--- config.mk ---
export PLATFORM = sky130hd
export DESIGN_NAME = sort_result_collector
export DESIGN_NICKNAME = d
export VERILOG_FILES = /design/src/rtl/sort_result_collector.sv
export SDC_FILE = /design/constraint.sdc
export NUM_CORES = 1
export LEC_CHECK = 0
export BUFFER_PORTS_ARGS = -buffer_cell sky130_fd_sc_hd__buf_2
export CORE_MARGIN = 3
export CORE_UTILIZATION = 35
export CTS_BUF_LIST = sky130_fd_sc_hd__clkbuf_16
export CTS_CLUSTER_SIZE = 30
export DETAILED_ROUTE_END_ITERATION = 10
export RECOVER_POWER = 25
export SETUP_SLACK_MARGIN = 0.5
export SYNTH_ARGS = -nofsm -noshare
export SYNTH_HDL_FRONTEND = slang
export SYNTH_SLANG_ARGS = --single-unit
--- constraint.sdc ---
create_clock -name clk -period 3.3 [get_ports clk]
set_input_delay 0.165 -clock clk [delete_from_list [all_inputs] [get_ports clk]]
set_output_delay 0.165 -clock clk [all_outputs]
set_load 0.02 [all_outputs]
--- src/rtl/sort_result_collector.sv ---
// Collects one sorted frame from the sort block and reports min/max/median/count/sum plus order checks.
// Optional sum accumulator is built only when SORT_COLLECTOR_SUM_EN is defined; otherwise res_sum is 0.
module sort_result_collector #(
  parameter int SIZE  = 1024,
  parameter int WIDTH = 12,
  parameter int CW    = $clog2(SIZE + 1),
  parameter int SUMW  = WIDTH + $clog2(SIZE)
) (
  input  logic             clk,
  input  logic             rst,
  input  logic [WIDTH-1:0] d,
  input  logic             active_output,
  output logic             result_valid,
  input  logic             result_ready,
  output logic [WIDTH-1:0] res_min,
  output logic [WIDTH-1:0] res_max,
  output logic [WIDTH-1:0] res_median,
  output logic [CW-1:0]    res_count,
  output logic [SUMW-1:0]  res_sum,
  output logic             order_error,
  output logic             short_frame,
  output logic             overrun,
  output logic [1:0]       state_dbg
);

  // Handshake: a result is transferred at the posedge where result_valid & result_ready;
  // result_valid never drops and res_* never change until that edge.

  typedef enum logic [1:0] {
    IDLE    = 2'd0,
    COLLECT = 2'd1,
    HOLD    = 2'd2
  } state_t;

  localparam logic [CW-1:0] SIZE_C = CW'(SIZE);
  localparam logic [CW-1:0] MED_C  = CW'(SIZE / 2);

  state_t           state, state_nxt;
  logic             act_d;
  logic             start;
  logic [WIDTH-1:0] prev;
  logic [CW-1:0]    count_inc;

  assign start        = active_output & ~act_d;
  assign count_inc    = res_count + CW'(1);
  assign result_valid = (state == HOLD);
  assign state_dbg    = state;

  // act_d resets high so a frame already running when reset releases is not mistaken for a start.
  always_ff @(posedge clk or posedge rst) begin
    if (rst) act_d <= 1'b1;
    else     act_d <= active_output;
  end

  always_ff @(posedge clk or posedge rst) begin
    if (rst) state <= IDLE;
    else     state <= state_nxt;
  end

  always_comb begin
    state_nxt = state;
    case (state)
      IDLE:    if (start) state_nxt = (SIZE == 1) ? HOLD : COLLECT;
      COLLECT: if (!active_output || count_inc == SIZE_C) state_nxt = HOLD;
      HOLD:    if (result_ready) state_nxt = IDLE;
      default: state_nxt = IDLE;
    endcase
  end

  always_ff @(posedge clk or posedge rst) begin
    if (rst) begin
      res_min     <= '0;
      res_max     <= '0;
      res_median  <= '0;
      res_count   <= '0;
      prev        <= '0;
      order_error <= 1'b0;
      short_frame <= 1'b0;
    end else begin
      case (state)
        IDLE: if (start) begin
          res_min     <= d;
          res_max     <= d;
          prev        <= d;
          res_count   <= CW'(1);
          order_error <= 1'b0;
          res_median  <= (SIZE / 2 == 0) ? d : '0;
          short_frame <= (CW'(1) < SIZE_C);
        end
        COLLECT: begin
          if (active_output) begin
            if (d < prev)    order_error <= 1'b1;
            if (d > res_max) res_max     <= d;
            if (res_count == MED_C) res_median <= d;
            prev        <= d;
            res_count   <= count_inc;
            short_frame <= (count_inc < SIZE_C);
          end else begin
            short_frame <= (res_count < SIZE_C);
          end
        end
        default: ;
      endcase
    end
  end

  // A start seen in HOLD (handshake cycle included) wins over the clear.
  always_ff @(posedge clk or posedge rst) begin
    if (rst) begin
      overrun <= 1'b0;
    end else if (state == HOLD) begin
      if (start)             overrun <= 1'b1;
      else if (result_ready) overrun <= 1'b0;
    end
  end

`ifdef SORT_COLLECTOR_SUM_EN
  logic [SUMW-1:0] sum_q;

  always_ff @(posedge clk or posedge rst) begin
    if (rst) begin
      sum_q <= '0;
    end else if (state == IDLE && start) begin
      sum_q <= SUMW'(d);
    end else if (state == COLLECT && active_output) begin
      sum_q <= sum_q + SUMW'(d);
    end
  end

  assign res_sum = sum_q;
`else
  assign res_sum = '0;
`endif

endmodule

# Word-level counts from Yosys, hierarchy flattened
# Index checks and enable logic that the tools add are counted.
[totals] regBits=65 in_bits=16 output_inout_bits=75 elab_cells=67
[classes] add_sub_neg=1 magnitude_cmp=4 n_eq_ne=11 muxes=26 bitwise_logic=2 reduce_logical=13
[ops] cell="two-way mux 12 bit" count=7
[ops] cell="case mux 12 bit (2 select lines)" count=3
[ops] cell="less-than comparator 11 bit, second input constant" count=2
[ops] cell="two-way mux 11 bit" count=2
[ops] cell="case mux 11 bit (2 select lines)" count=1
[ops] cell="greater-than comparator 12 bit" count=1
[ops] cell="less-than comparator 12 bit" count=1
[ops] cell="!= test 2 bit, second input constant" count=6
[ops] cell="AND reduction 4 bit" count=3
[ops] cell="adder 11 x 1 -> 11 bit, second input constant" count=1
[ops] cell="equality test 11 x 10 -> 1 bit, second input constant" count=1
[ops] cell="equality test 11 bit, second input constant" count=1
[ops] cell="two-way mux 1 bit" count=7
[ops] cell="two-way mux 2 bit" count=3
[ops] cell="case mux 2 bit (3 select lines)" count=1
[ops] cell="AND reduction 2 bit" count=3
[ops] cell="AND reduction 3 bit" count=2
[ops] cell="case mux 1 bit (2 select lines)" count=2
[ops] cell="nonzero test 2 bit" count=2
[ops] cell="equality test 2 x 1 -> 1 bit, second input constant" count=1
[ops] cell="equality test 2 bit, second input constant" count=1
[ops] cell="logical NOT 2 bit" count=1
[ops] cell="!= test 2 x 1 -> 1 bit, second input constant" count=1
[ops] cell="bitwise AND 1 bit" count=1
[ops] cell="3 further kinds" count=3

# Longest topological paths before layout
# Gate-level depths: netlist (run 1).
[depth] ltp_word=5 depth_mapped=9

# Least setup slack after synthesis (run 1)
# OpenSTA, ideal clock, no wires.
[synth_timing] kind="flip-flop to flip-flop" from="register res_count[0]" to="register state[0] (netlist: state_dbg[0])" setup_time_ns=0.143 arrival_time_ns=1.940 t_required_ns=3.157 slack_ns=1.217 path_stages_with_launch=7 n_path_buf=0 synth_period_minus_slack_ns=2.083 path_cell_list="dfrtp_1 ha_1 and2_2 or4b_1 a211oi_2 o2111a_1 o21ai_0"
[synth_via] elab_chain_len=5
[synth_rtl] element="start: declaration" line_no="18" rtl="output logic [CW-1:0] res_count,"
[synth_rtl] element="start signal: assignment" line_no="96" rtl="res_count <= count_inc;"
[synth_rtl] element="adder 11 x 1 -> 11 bit" line_no="45" rtl="assign count_inc = res_count + CW'(1);"
[synth_rtl] element="equality test 11 bit" line_no="64" rtl="COLLECT: if (!active_output || count_inc == SIZE_C) state_nxt = HOLD;"
[synth_rtl] element="logical OR 1 bit" line_no="64"
[synth_rtl] element="!= test 2 bit (no source line)"
[synth_rtl] element="AND reduction 3 bit (no source line)"
[synth_rtl] element="end signal: assignment" line_no="57" rtl="else state <= state_nxt;"
[synth_rtl] element="end: declaration" line_no="38" rtl="state_t state, state_nxt;"
# Every way passes these cells.
# A chain may end at the register's enable or synchronous reset.

# Final worst setup path (run 1)
[layout_timing] from="register act_d" to="register res_max[10]"
[layout_via] elab_chain_len=4
[layout_rtl] element="start: declaration" line_no="39" rtl="logic act_d;"
[layout_rtl] element="start signal: assignment" line_no="52" rtl="else act_d <= active_output;"
[layout_rtl] element="NOT 1 bit" line_no="44" rtl="assign start = active_output & ~act_d;"
[layout_rtl] element="bitwise AND 1 bit" line_no="44"
[layout_rtl] element="!= test 2 bit (no source line)"
[layout_rtl] element="AND reduction 4 bit (no source line)"
[layout_rtl] element="end signal: assignment" line_no="73" rtl="res_max <= '0;"
[layout_rtl] element="end signal: assignment" line_no="83" rtl="res_max <= d;"
[layout_rtl] element="end signal: assignment" line_no="93" rtl="if (d > res_max) res_max <= d;"
[layout_rtl] element="end: declaration" line_no="16" rtl="output logic [WIDTH-1:0] res_max,"
# Every way passes these cells.

==> flow_summary.ini, run 1 <==
[routing]
wl_um = 9540
drtAntennaViolNets = 0
vias = 3218
drc_errors = 0
drt-pass1-iter-count = 4
avgRoutedWirePerCell_um = 15.5
drt-vias-per-instance = 5.24
drtIter0Drc = 106

[worst_setup_path]
reg2reg_depth = 5
cp-end-kind = flip-flop
worstPathCellList = nand2b_1 > or3_1 > nand2_1 > or4_1 > nand3_1
worstSetupStartpoint = act_d
cp_data_required_time_ns = 3.57
slowest_stage = or3_1
worstPathMaxFanout = 31
crit_type = reg -> reg
timing.rr.start = act_d
cp-start-kind = flip-flop
cp.arrival_ns = 2.51
slowest_delay_ns = 0.82

[placed_design]
place_area_um2 = 4230
dp_cells = 597
gp_congestion = 0.842
hpwl_um = 6760
portBuffers = 68

[power]
power.leakage_uw = 0.00228
power_density_nw_per_um2 = 813
ir_worst_vdd_uv = 389

[yosys]
netlist_area_um2 = 3850
synth_cells = 409
ys_seq_elements = 65
yosysWarnings = 0
synth_cell_types = 53
yosysMostFrequentCell = dfrtp_1
synthTopCellsByArea = dfrtp_1 42%, ha_1 8.1%, nand2_1 4.7%
yosysTopAreaCell = dfrtp_1
yosys.area.top_type_share_pct = 41.6
synthFlopType = dfrtp_1
synthTopCellsByCount = 64 x dfrtp_1, 48 x nand2_1, 29 x inv_1, 25 x ha_1
avgSynthCellArea_um2 = 9.40
synth-edff-count = 0
synth_async_sr_flop_share_pct = 100
yosysSeqAreaShare_pct = 42.3

[global_route]
grt_max_degree = 45
grt_antenna_before_repair = 0
grt.total_usage_pct = 15.4
overflow = 0
grt_pass1_vias = 3022
grt_pass1_wl_um = 15500

[clock_network]
cts_setup_buffers = 0
cts_root_buffer = clkbuf_16
tritoncts = built
numCtsBuffers = 9
insertion_delay_ns = 0.33
cts_buffer_depth = 2
clk_pin_slew_ns = 0.06
clkSinkCount = 65
h-tree-depth = 3

[floorplanning]
die_x_um = 111
core-area_um2 = 10500
ioPinCount = 91
initial_core_util_pct = 36.6
die-area_um2 = 12300
die_h_um = 111
fp-row-count = 37

[timing]
drv_slew = 0
fmax_ghz = 0.446
rsz0062_at_grt = no
worstMarginPinSlew_ns = 1.06
period_share_pct = 67.9
hold_violations = 0
setup_viol = 0
fin_crit_ns = 2.24
final.setup_skew_ns = 0.0104
relSlewSlack_pct = 29.2
finalSetupTns_ns = 0

[worst_hold_path]
worstHoldPathCells = 1
holdCritStartpoint = active_output
hold_path_class = in -> reg

[outcome]
status = finished, final reports clean

[finish]
final_area_um2 = 4540
stdcell_count = 614
drive_gt1_share_pct = 17.4
nNetsFinal = 514
finalCoreUtilization_pct = 43.2
n_fill_cell = 1046
antenna-diode-count = 0
syn_to_final_growth_pct = 18.1
register_area_um2 = 1630
multi_input_comb_area_um2 = 1920

[flow_run]
drv_cap = 0
[timing repair]
action	CTS	global route
hold endpoints to repair	21	0
resized for setup	0	0
hold buffers	1	0
[report_power, final]
group	switching, µW	leakage, µW	internal (µW)
logic	838	0.00132	532
clock network	357	0.000164	731
registers	180	0.000794	1060
[area by class of cell]
class | instances | share of cell area (%)
inverter | 29 | 2.40
clock buffer | 9 | 4.96
timing repair buffer | 77 | 8.37
multi-input combinational | 291 | 42.3
tap | 136 | 3.75
clock inverter | 7 | 2.42
sequential | 65 | 35.8
[final timing paths]
kind	to	slack, ns
min reg2reg	res_median[10]	0.47
min	act_d	0.10
max	res_max[10]	1.06
max in group asynchronous	res_count[8]	1.60
min in group asynchronous	res_min[9]	0.59
max reg2reg	res_max[10]	1.06
[cells in the final DEF (no fill, tap or decap), types with 5 or more instances in the layout]
cell       netlist  routed
dfrtp_1         64      64
nand2_1         48      48
buf_2            6      44
inv_1           29      30
ha_1            25      25
clkbuf_1        14      24
o21ai_0         22      22
conb_1           1      22
nand3_1         18      18
a21o_1          17      17
nor2_1          13      13
o311ai_0        12      12
or4_1           12      12
mux2_2          11      11
a31oi_1         10      10
and2_1           9       9
clkbuf_16        0       9
a21oi_1          8       8
buf_4           22       8
nand4_1          6       6
a22o_1           6       6
nor3_1           5       5
[per-stage QoR]
step / worst slack (ns) / power (µW) / hold WS [ns]
finish: 1.06 / 3690 / 0.103
global route: 0.849 / 3950 / 0.118
CTS: 1.10 / 3770 / 0.0115
detailed placement: 1.10 / 2660 / 0.239
global placement: 1.15 / 2620 / 0.234
floorplan: 1.22 / 2250 / 0.169
[sequential cells by signal (all words and copies together), names as in the netlist]
register / count
state_dbg: 2
res_min: 12
res_count: 11
overrun: 1
prev: 12
short_frame: 1
res_max: 12
act_d: 1
order_error: 1
res_median: 12
[critical path: cells and delay by family, from the launching register on]
| family | cells | cell delay, ns |
|---|---|---|
| simple gates | 5 | 1.64 |
| flops | 1 | 0.52 |
[metal layers]
layer  track usage [%]  share of wire (%)  vias to the layer above
li1                  -                  -                     1565
met5                 0                  0                        -
met1              21.3                 48                     1553
met3              2.78                5.6                       10
met2              23.7                 45                       90
met4              6.32                1.4                        0
[cells by family (layout without fill, tap and decap cells)]
logic type	after synthesis	count (layout)	synth area share, %
buffers and inverters	74	122	9.79
and+or+nand+nor	132	132	17.7
adders and majority gates	25	25	8.13
AOI/OAI and AO/OA	98	98	18.1
other	1	22	0.0975
xor gates and xnor gates	3	3	0.683
muxes	11	11	3.22
DFF	65	65	42.3
No activity file was read; power rests on OpenSTA's default activity.
==> run 2, diff against run 1 <==
--- a/config.mk
+++ b/config.mk
@@ -5,6 +5,7 @@
 export SDC_FILE = /design/constraint.sdc
 export NUM_CORES = 1
 export LEC_CHECK = 0
+export ABC_AREA = 1
 export BUFFER_PORTS_ARGS = -buffer_cell sky130_fd_sc_hd__buf_2
 export CORE_MARGIN = 3
 export CORE_UTILIZATION = 35
==> constraint.sdc (replaced) <==
create_clock -name clk -period 1.82 [get_ports clk]
set_input_delay 0.091 -clock clk [delete_from_list [all_inputs] [get_ports clk]]
set_output_delay 0.091 -clock clk [all_outputs]
set_load 0.02 [all_outputs]
==> run 2 against run 1 <==
Cell area is 22% higher. Fmax rose by 35%. Final cell count grew 14%. Clock power grew 68%. Clock-buffer cell count unchanged. Global-route usage is 1.5 points higher. Synthesized cell count grew 5.6%. Worst setup slack worse by 0.89 ns. Synthesized area is 4.2% lower. Total power grew 130%. Sequential power is 94% higher. Critical path depth grew 5.
==> flow_summary.ini, run 2 <==
[yosys]
ys_seq_elements = 65
synth_async_sr_flop_share_pct = 100
yosysTopAreaCell = dfrtp_1
synth_cells = 432
synthFlopType = dfrtp_1
synth-edff-count = 0
synthTopCellsByArea = dfrtp_1 43%, nand2_1 11%, ha_1 8.5%
yosys.area.top_type_share_pct = 43.5
yosysWarnings = 0
synthTopCellsByCount = 112 x nand2_1, 64 x dfrtp_1, 52 x inv_1, 31 x o21ai_0
yosysSeqAreaShare_pct = 44.2
yosysMostFrequentCell = nand2_1
avgSynthCellArea_um2 = 8.53
netlist_area_um2 = 3680
synth_cell_types = 36

[floorplanning]
core-area_um2 = 10000
fp-row-count = 36
initial_core_util_pct = 36.8
die-area_um2 = 11800
die_h_um = 109
die_x_um = 109
ioPinCount = 91

[timing]
fin_crit_ns = 1.66
finalSetupTns_ns = 0
setup_viol = 0
period_share_pct = 91.0
fmax_ghz = 0.604
drv_slew = 0
final.setup_skew_ns = 0.00747
hold_violations = 0
relSlewSlack_pct = 39.2
worstMarginPinSlew_ns = 0.912
setup_ws_ns = 0.165
rsz0062_at_grt = yes

[placed_design]
gp_congestion = 0.827
portBuffers = 68
place_ws_ns = 0.108
hpwl_um = 6330

[worst_setup_path]
cp.arrival_ns = 1.87
cp-start-kind = flip-flop
cp-end-kind = flip-flop
slowest_delay_ns = 0.40
worstPathCellList = inv_2 > ha_4 > a21oi_1 > o21a_1 > nand3_2 > nand2_2 > nand2_4 > buf_6 > nand3_1 > nand2_1
slowest_stage = dfrtp_2
worstPathMaxFanout = 6
crit_type = reg -> reg
cp_data_required_time_ns = 2.04

[outcome]
status = finished, final reports clean

[global_route]
grt_antenna_before_repair = 0
grt.total_usage_pct = 16.9
grt_max_degree = 66
grt_pass1_vias = 3102
overflow = 0
grt_pass1_wl_um = 15400

[finish]
final_common_cell = nand2_1
syn_to_final_growth_pct = 50.5
nNetsFinal = 603
mostFrequentLayoutCells = 80 x nand2_1, 65 x buf_2, 49 x dfrtp_1
drive_gt1_share_pct = 50.5
antenna-diode-count = 0

[routing]
drc_errors = 0
drt-pass1-iter-count = 4
drt-vias-per-instance = 4.87
wl_um = 11000
drtAntennaViolNets = 0
avgRoutedWirePerCell_um = 15.8
vias = 3405
drtIter0Drc = 130

[clock_network]
cts_buffer_depth = 2
h-tree-depth = 3
insertion_delay_ns = 0.33
cts_root_buffer = clkbuf_16
clk_pin_slew_ns = 0.06
clkSinkCount = 65
tritoncts = built
numCtsBuffers = 9

[power]
power_density_nw_per_um2 = 1500
power.leakage_uw = 0.00271
ir_worst_vdd_uv = 631

[worst_hold_path]
hold_path_class = in -> reg

[flow_run]
drv_cap = 0
## run 2: area by class of cell
class / instances / area [µm²]
Timing Repair Buffer: 126 / 947
Clock inverter: 6 / 83.8
Sequential cell: 65 / 1650
Fill cell: 880 / 4450
Multi-Input combinational cell: 306 / 2250
Inverter: 54 / 225
Tap cell: 133 / 166
Clock buffer: 9 / 225
## run 2: routing by layer
metal | global-route usage [%] | part of all wire (%)
met4 | 6.49 | 0.82
met3 | 3.58 | 4.3
met5 | 0 | 0
met1 | 23.3 | 45
met2 | 25.8 | 49
## run 2: worst max-delay path: cells and delay by family (launching register included)
family | cells | cell delay (ns)
AO/OA/AOI/OAI | 2 | 0.32
AND/OR/NAND/NOR | 5 | 0.39
flip-flops | 1 | 0.40
buffers and inverters | 2 | 0.22
adder cells (fa/ha/maj) | 1 | 0.21
## run 2: cells by family (layout without fill, tap and decap cells)
family / count (synthesis) / after routing / synth area share, %
and+or+nand+nor: 185 / 188 / 23.8
other: 1 / 22 / 0.102
adders and majority gates: 25 / 25 / 8.49
DFF: 65 / 65 / 44.2
buffers and inverters: 88 / 195 / 12.4
AOI/OAI and AO/OA: 68 / 71 / 11.0
## run 2: worst paths after layout
| path | from | end | slack [ns] | cells after the start |
|---|---|---|---|---|
| min in group asynchronous | rst | res_median[9] | 0.63 | 4 |
| hold / removal | d[0] | res_max[0] | 0.05 | 3 |
| hold reg to reg | res_min[6] | res_min[6] | 0.48 | 2 |
| setup / recovery | res_max[11] | res_max[8] | 0.16 | 10 |
| setup reg to reg | res_max[11] | res_max[8] | 0.16 | 10 |
| max in group asynchronous | rst | res_count[2] | 0.53 | 4 |
## run 2: what timing repair did
item / 4_1_cts / 5_1_grt
gates cloned: 8 / 4
hold endpoints to repair: 65 / 0
hold buffers: 2 / 0
pin swaps: 15 / 30
gates resized for setup: 65 / 100
endpoints found under the setup margin: 46 / 61
buffers inserted: 18 / 23
## run 2: per-stage QoR
step                      std cells  total power (µW)  area, µm²  hold slack [ns]  util [%]
after global placement          629              5100       4190            0.217      41.9
final                           699              8320       5550           0.0488      55.5
after CTS                       672              7570       4970           0.0394      49.7
after global routing            699              8810       5550           0.0528      55.5
after floorplan                 453              4400       3860           0.0955         -
after detailed placement        629              5160       4190            0.216      41.9
## run 2: power by group
part / total, µW / switching, µW / internal, µW
registers: 2400 / 412 / 1980
clock network: 1830 / 645 / 1180
logic: 4100 / 2360 / 1740
total: 8320 / 3420 / 4900
